<file path="config.mk">
export PLATFORM = sky130hd
export DESIGN_NAME = a2d_spi_resp
export DESIGN_NICKNAME = d
export VERILOG_FILES = /design/src/rtl/a2d_spi_resp.sv
export SDC_FILE = /design/constraint.sdc
export NUM_CORES = 1
export LEC_CHECK = 0
export CELL_PAD_IN_SITES_DETAIL_PLACEMENT = 1
export CELL_PAD_IN_SITES_GLOBAL_PLACEMENT = 1
export CORE_MARGIN = 5
export CORE_UTILIZATION = 36
export CTS_BUF_LIST = sky130_fd_sc_hd__clkbuf_16
export DETAILED_ROUTE_END_ITERATION = 12
export GPL_TIMING_DRIVEN = 0
export PLACE_DENSITY = 0.84
export SLEW_MARGIN = 20
export SYNTH_ARGS = -nofsm -noshare
export SYNTH_HDL_FRONTEND = slang
export SYNTH_SLANG_ARGS = --single-unit
</file>
<file path="constraint.sdc">
create_clock -name clk_i -period 2.21 [get_ports clk_i]
set_clock_uncertainty 0.1 [all_clocks]
set_input_delay 0.442 -clock clk_i [delete_from_list [all_inputs] [get_ports clk_i]]
set_output_delay 0.442 -clock clk_i [all_outputs]
set_load 0.02 [all_outputs]
</file>
<file path="src/rtl/a2d_spi_resp.sv">
// rtl/a2d_spi_resp.sv - SPI responder modelling an 8-channel 12-bit A2D
module a2d_spi_resp #(
  parameter int WIDTH       = 16,
  parameter int RES_BITS    = 12,
  parameter int SYNC_STAGES = 2
) (
  input  logic                  clk_i,
  input  logic                  rst_i,
  input  logic                  ss_n_i,
  input  logic                  sclk_i,
  input  logic                  mosi_i,
  output logic                  miso_o,
  input  logic [8*RES_BITS-1:0] ch_data_i,
  output logic                  cmd_rdy_o,
  output logic [2:0]            chnnl_o,
  output logic                  frm_err_o,
  output logic                  busy_o
);

  typedef enum logic [1:0] {IDLE, SHIFT, DONE} state_t;

  logic [SYNC_STAGES-1:0] sclk_sync_q, ss_sync_q, mosi_sync_q;
  logic                   sclk_prev_q, ss_prev_q;
  // Edges are only trusted once the synchronizer holds real samples, so a
  // level-low SS_n coming out of reset is not mistaken for a falling edge.
  logic [SYNC_STAGES:0]   vld_q;

  state_t                 state_q;
  logic [WIDTH-1:0]       rx_shft_q, tx_shft_q, res_q;
  logic [4:0]             bit_cnt_q;
  logic                   cmd_rdy_q, frm_err_q, busy_q;
  logic [2:0]             chnnl_q;

  logic                   sclk_s, ss_s, mosi_s, vld;
  logic                   sclk_rise, sclk_fall, ss_rise, ss_fall;
  logic [WIDTH-1:0]       res_d;

  assign sclk_s    = sclk_sync_q[SYNC_STAGES-1];
  assign ss_s      = ss_sync_q[SYNC_STAGES-1];
  assign mosi_s    = mosi_sync_q[SYNC_STAGES-1];
  assign vld       = vld_q[SYNC_STAGES];
  assign sclk_rise = vld &  sclk_s & ~sclk_prev_q;
  assign sclk_fall = vld & ~sclk_s &  sclk_prev_q;
  assign ss_rise   = vld &  ss_s   & ~ss_prev_q;
  assign ss_fall   = vld & ~ss_s   &  ss_prev_q;

  // Synchronize the asynchronous SPI pins and keep one previous sample for edges
  always_ff @(posedge clk_i) begin
    if (rst_i) begin
      sclk_sync_q <= '0;
      ss_sync_q   <= '1;
      mosi_sync_q <= '0;
      sclk_prev_q <= 1'b0;
      ss_prev_q   <= 1'b1;
      vld_q       <= '0;
    end else begin
      sclk_sync_q <= {sclk_sync_q[SYNC_STAGES-2:0], sclk_i};
      ss_sync_q   <= {ss_sync_q[SYNC_STAGES-2:0], ss_n_i};
      mosi_sync_q <= {mosi_sync_q[SYNC_STAGES-2:0], mosi_i};
      sclk_prev_q <= sclk_s;
      ss_prev_q   <= ss_s;
      vld_q       <= {vld_q[SYNC_STAGES-1:0], 1'b1};
    end
  end

  // Select the requested channel, zero-extended to a full frame
  always_comb begin
    res_d = '0;
    for (int n = 0; n < 8; n++) begin
      if (rx_shft_q[13:11] == 3'(n)) begin
        res_d[RES_BITS-1:0] = ch_data_i[RES_BITS*n +: RES_BITS];
      end
    end
  end

  // Frame FSM: shift on synced SCLK edges, decode and load result at frame end
  always_ff @(posedge clk_i) begin
    if (rst_i) begin
      state_q   <= IDLE;
      rx_shft_q <= '0;
      tx_shft_q <= '0;
      res_q     <= '0;
      bit_cnt_q <= '0;
      chnnl_q   <= '0;
      cmd_rdy_q <= 1'b0;
      frm_err_q <= 1'b0;
      busy_q    <= 1'b0;
    end else begin
      cmd_rdy_q <= 1'b0;
      frm_err_q <= 1'b0;
      case (state_q)
        IDLE: begin
          if (ss_fall) begin
            state_q   <= SHIFT;
            bit_cnt_q <= '0;
            busy_q    <= 1'b1;
          end
        end
        SHIFT: begin
          // SS_n rise takes priority; a coincident SCLK edge is dropped
          if (ss_rise) begin
            state_q <= DONE;
            busy_q  <= 1'b0;
            if (bit_cnt_q == 5'(WIDTH)) begin
              chnnl_q   <= rx_shft_q[13:11];
              tx_shft_q <= res_d;
              res_q     <= res_d;
              cmd_rdy_q <= 1'b1;
            end else begin
              // A bad frame re-arms the last good result for the next frame
              tx_shft_q <= res_q;
              frm_err_q <= 1'b1;
            end
          end else if (sclk_rise) begin
            rx_shft_q <= {rx_shft_q[WIDTH-2:0], mosi_s};
            if (bit_cnt_q != 5'd31) begin
              bit_cnt_q <= bit_cnt_q + 5'd1;
            end
          end else if (sclk_fall) begin
            tx_shft_q <= {tx_shft_q[WIDTH-2:0], 1'b0};
          end
        end
        DONE: begin
          state_q <= IDLE;
        end
        default: begin
          state_q <= IDLE;
        end
      endcase
    end
  end

  assign miso_o    = ~ss_s & tx_shft_q[WIDTH-1];
  assign cmd_rdy_o = cmd_rdy_q;
  assign frm_err_o = frm_err_q;
  assign chnnl_o   = chnnl_q;
  assign busy_o    = busy_q;

endmodule

</file>
After elaboration in Yosys (flattened, before gate mapping)
Index checks and enable logic that the tools add are counted.
{"block": "op_classes", "n_eq_ne": 16, "n_bitwise": 15, "reduce_logical": 12, "n_addsub": 1, "n_mux": 26}
{"operator": "12-bit two-way mux", "n": 8}
{"operator": "16-bit two-way mux", "n": 4}
{"operator": "5-bit two-way mux", "n": 4}
{"operator": "3-bit equality test, second input constant", "n": 4}
{"operator": "3-bit AND reduction", "n": 4}
{"operator": "2-bit != test, second input constant", "n": 5}
{"operator": "5-bit case mux with 2 select lines", "n": 1}
{"operator": "1-bit bitwise AND", "n": 9}
{"operator": "3-bit by 2-bit equality test with 1-bit output, second input constant", "n": 2}
{"operator": "1-bit inverter", "n": 6}
{"operator": "5-bit by 1-bit adder with 5-bit output, second input constant", "n": 1}
{"operator": "5-bit equality test, second input constant", "n": 1}
{"operator": "1-bit two-way mux", "n": 5}
{"operator": "5-bit != test, second input constant", "n": 1}
{"operator": "5-bit AND reduction", "n": 1}
{"operator": "2-bit two-way mux", "n": 2}
{"operator": "2-bit case mux with 2 select lines", "n": 1}
{"operator": "2-bit AND reduction", "n": 2}
{"operator": "2-bit nonzero test", "n": 2}
{"operator": "3-bit by 1-bit equality test with 1-bit output, second input constant", "n": 1}
{"operator": "3-bit logical NOT", "n": 1}
{"operator": "3-bit OR reduction", "n": 1}
{"operator": "2-bit by 1-bit equality test with 1-bit output, second input constant", "n": 1}
{"operator": "2-bit logical NOT", "n": 1}
{"operator": "2 further kinds", "n": 2}
{"block": "word_totals", "out_inout_bits": 7, "register_bits": 70, "wordCells": 86}

Depth between registers and ports, before layout
{"block": "logic_depth", "depth_word": 11, "mapped_depth": 8}

Least setup slack after synthesis
No wires, ideal clock.
{"block": "synth_timing", "kind": "reg2reg", "from": "register bit_cnt_q[0]", "to": "register bit_cnt_q[4]", "t_arrival_ns": 1.606, "synth_period_minus_slack_ns": 1.821, "t_required_ns": 1.994, "path_buffers": 0, "path_stages_with_launch": 8, "path_slack_ns": 0.389, "cell_sequence": "dfxtp_1 -> ha_1 -> and3_1 -> ha_1 -> or3_1 -> a21o_1 -> mux2i_1 -> nor2_1"}
{"block": "synth_between", "elab_chain_len": 5, "elab_cells_between_ends": 8, "cone_classes": "add/sub (1); eq/ne (2); mux (4); reduce/logical (1)"}
{"item": "start: declaration", "line_no": "30", "rtl": "logic [4:0] bit_cnt_q;"}
{"item": "start signal: assignment", "line_no": "117", "rtl": "bit_cnt_q <= bit_cnt_q + 5'd1;"}
{"item": "5-bit by 1-bit adder with 5-bit output", "line_no": "117"}
{"item": "5-bit two-way mux", "line_no": "116", "rtl": "if (bit_cnt_q != 5'd31) begin"}
{"item": "5-bit two-way mux", "line_no": "114", "rtl": "end else if (sclk_rise) begin"}
{"item": "5-bit two-way mux", "line_no": "101", "rtl": "if (ss_rise) begin"}
{"item": "5-bit case mux with 2 select lines", "line_no": "91", "rtl": "case (state_q)"}
Several ways; a longest one is shown, not always the timed one. The select of a mux whose other input is x is not followed.
A chain may end at the register's enable or synchronous reset.

Worst setup path in the final report
{"block": "layout_timing", "from": "register bit_cnt_q[1]", "to": "register bit_cnt_q[0]"}
{"block": "layout_between", "elab_chain_len": 3}
{"item": "5-bit != test", "line_no": "116"}
{"item": "2-bit != test (no source line)"}
{"item": "5-bit AND reduction (no source line)"}
Every way passes these cells.

==> reports/summary.md <==
- 37.2% — effective utilization at floorplan
- 4 — biggest fanout along the worst timing path
- 14.8% — fraction of layout cells with a size suffix above 1
- 0.42 ns — Slowest Stage Delay on Critical Path
- 0.881 — RePlAce Congestion
- 2 — maximum root-to-sink buffer count
- 5100 sq um — Post-Place Cell Area
- 177 — number of violations reported at the end of detailed-routing iteration 0
- 5420 sq um — finished layout cell area
- bit_cnt_q[0]$_SDFFE_PP0P_ — capture point of the worst reg-to-reg path
- no — RSZ-0062 raised after global routing
- dfxtp_1 — flip-flop cell with the highest count after synthesis
- 5.54 — vias per cell
- 487 MHz — Fmax achieved
- 675 — cell count after placement
- 92.9% — Tcrit/Tclk final
- 654 — Final nets
- 3829 — Vias
- 0 — total inserted antenna cells
- 0 — Slew Viols, Final
- 9 — CTS buffer count
- 0 — endpoints failing setup
- 13900 microns — routed wire length
- 0.34 ns — insertion delay of the later-clocked pin in the worst-skew pair
- 0.00190 uW — leakage dissipation
- 432 — number of instances in the synthesized netlist
- flop — kind of capture point of the worst setup path
- 4 — Initial DRT Pass Iterations
- -0.134 ns — dpl ws
- finished clean — status
- 9.3% — proportion of power drawn by combinational gates
- 114 microns — die outline height
- 36.3% — sequential fraction of the synthesis area
- 8.93 sq um — Post-Synthesis Mean Instance Area
- 3860 sq um — Synth Cell Area
- 0% — proportion of register bits with asynchronous set or reset after synthesis
- 571 nW/um^2 — total power per unit cell area
- dfxtp_1 — cell accounting for the most synthesized area
- ha_1 — cell occurring most often along the worst timing path
- 0 — EDFF count, synth
- 0 — number of hold buffers added after CTS
- 0 — initial antenna violation count
- 1229 — fillcell total
- 13 — pin count of the biggest net entering global routing
- 0 — yosys synthesis warning count
- 1 — cell depth of the worst hold path
- 7 — cell count of the worst reg-to-reg path
- 2.05 ns — final worst path period need
- 1400 sq um — footprint of the flip-flops and latches
- 691 — final cell count without fillers
- 40.4% — post-synthesis to final-layout area growth
- 12900 sq um — floorplan die area
- reg -> reg — HP Class
- 0 — Final Hold Vio Count
- 36.3% — area fraction of the dominant cell type after synthesis
- 0 — DR DRC count
- 0 — buffers and inverters on the worst path
- 0 — global route total overflow
- 7 — logic depth of the worst setup path including buffers
- 0 — Max Cap Viol
- flop — CP Launch Type
- 22200 microns — wire length of the first global-routing pass
- bit_cnt_q[1]$_SDFFE_PP0P_ — Crit. Startpoint
- 20.1 microns — average detailed-routed wire length per instance
- 0.000609 V — Worst IR Drop VDD
- 20.7% — net switching share of the total power
- 2.18 ns — arrival time at the worst endpoint
- 10400 sq um — area of the core region
- 49.4% — relative contribution of the clock network to total power
- ha_1, and3_1, ha_1, or3_1, a21o_1, xnor2_1, nor2_1 — CP Cell Sequence
- 41.3% — Reg power frac
- 37 — number of standard-cell rows in the floorplan
- or3_1 — cell at the slowest stage of the critical path
- yes — CTS tree
- 107 — number of I/O port buffers
- 0.16 ns — reg2reg setup slack
- 2190 sq um — footprint of the multi-input gates
- reg -> reg — type of the worst setup path
- 3 — H-Tree Depth
- 22.0% — overall routing resource usage
- bit_cnt_q[1]$_SDFFE_PP0P_ — Worst R2R Start
- 114 microns — die width
- simple AND/OR/NAND/NOR gates — CP delay by family, top
- 641 uW — sw power
- 4089 — via count of the first global-routing pass
- 70 — clock sinks
- 536 — syn_nets
- 52 — Netlist cell types
- 53.6% — Slew headroom
- 70 — FF+latch count, synth
- clkbuf_16 — CTS root buffer
- 10500 microns — half-perimeter wire length after placement
- 2450 uW — internal power summed over all cells
- 0.696 ns — measured slew at the worst slew-check pin
- 108 — num ports
- 2.34 ns — required time of the worst setup path
- 0.156 ns — Final Worst Setup Slack
- dfxtp_1 (36%), a21oi_1 (4.9%), nand2_1 (4.6%) — top post-synthesis cells by area
- 0 — final antenna-violating net count
- 0.06 ns — clock-pin slew of the registers on the worst-case setup and hold paths
- bit_cnt_q[0]$_SDFFE_PP0P_ — endpoint of the worst setup timing path
-- area by class of cell --
cell class	count	area share, %
Clock buffer	9	4.16
Clock inverter	7	1.66
Timing Repair Buffer	107	19.8
Buffer	36	4.57
Tap cell	136	3.14
Inverter	5	0.369
Sequential cell	70	25.9
Multi-Input combinational cell	321	40.5
-- cells by family after synthesis --
group / share of synthesized area, %
AOI/OAI and AO/OA: 24.8
xor gates and xnor gates: 0.681
adders and majority gates: 0.973
buffers and inverters: 6.94
DFF: 36.3
muxes: 9.37
and+or+nand+nor: 20.9
-- per-stage QoR --
step           util, %  hold WS (ns)  TNS, ns  total power (uW)
6_report          52.3         0.328        0              3090
5_1_grt           52.3         0.354        0              3200
4_1_cts           52.2         0.320        0              3130
3_5_place_dp      49.2         0.307    -1.40              1590
3_3_place_gp      49.2         0.294   -0.491              1580
2_1_floorplan        -         0.289        0              1380
-- placed cells by master, fill, tap and decap left out, types with 4 or more instances in the layout --
master           synthesis  routed
clkbuf_1                10      10
and2_1                   4       4
mux2i_1                 17      17
or2_2                    4       4
mux2_4                   9       9
nand3_1                  9       9
nor2_1                  37      37
a22oi_2                  5       5
buf_4                    7       7
nand2b_1                18      18
a221oi_1                13      13
inv_1                    4       5
buf_6                    4       4
nor2b_1                 10      10
o32ai_1                 10      10
nand2_1                 47      47
o2111ai_1               10      10
a221oi_2                10      10
o21ai_0                 24      24
clkbuf_16                0       9
mux2_2                   5       5
nor3_1                   5       5
a21oi_1                 38      37
a22oi_1                  7       7
dfxtp_1                 70      70
buf_2                   10      10
clkdlybuf4s50_1          0     107
-- worst reg2reg max path, stage by stage, from the launching register on --
cell and delay, ns:
dfxtp_1 0.34, ha_1 0.21, and3_1 0.19, ha_1 0.22, or3_1 0.42, a21o_1 0.26, xnor2_1 0.17, nor2_1 0.05
-- flip-flops by register name, indices dropped and copies added (netlist names) --
name	cells
mosi_sync_q	2
busy_o	1
chnnl_o	3
res_q	16
cmd_rdy_o	1
bit_cnt_q	5
rx_shft_q	14
state_q	2
frm_err_o	1
sclk_sync_q	2
ss_sync_q	2
ss_prev_q	1
vld_q	3
tx_shft_q	16
sclk_prev_q	1
-- timing repair --
action | CTS | global route
setup buffers | 0 | 0
gates resized for setup | 0 | 1
endpoints found under the setup margin | 0 | 10
hold endpoints to repair | 0 | 0
-- power by group through the flow --
stage	logic (uW)	clock network [uW]	registers (uW)
after floorplan	77.8	0	1300
after global placement	277	0	1300
after detailed placement	282	0	1300
after CTS	287	1560	1280
after global routing	304	1620	1280
final	286	1530	1280
-- cells in the mapped netlist, drive strengths merged, types with 11 or more instances --
master,number
a22oi,12
mux2i,17
nor2b,11
a21oi,38
nand2b,18
nand2,47
dfxtp,70
mux2,14
buf,26
nor2,40
o21ai,24
a221oi,23
-- worst min-delay path by stage --
stage                                  startpoint                 endpoint  slack [ns]
after floorplan           ss_sync_q[0]$_SDFF_PP1_  ss_sync_q[1]$_SDFF_PP1_        0.29
after global placement    ss_sync_q[0]$_SDFF_PP1_  ss_sync_q[1]$_SDFF_PP1_        0.29
after detailed placement  ss_sync_q[0]$_SDFF_PP1_  ss_sync_q[1]$_SDFF_PP1_        0.31
after CTS                 ss_sync_q[0]$_SDFF_PP1_  ss_sync_q[1]$_SDFF_PP1_        0.32
after global routing      ss_sync_q[0]$_SDFF_PP1_  ss_sync_q[1]$_SDFF_PP1_        0.35
final                     ss_sync_q[0]$_SDFF_PP1_  ss_sync_q[1]$_SDFF_PP1_        0.33
-- per-layer routing --
layer | track usage, % | wire [microns]
met3 | 3.98 | 484
met4 | 9.21 | 483
met5 | 0 | 0
met1 | 26.4 | 5900
met2 | 38.6 | 7040
(Power assumes the default switching activity.)
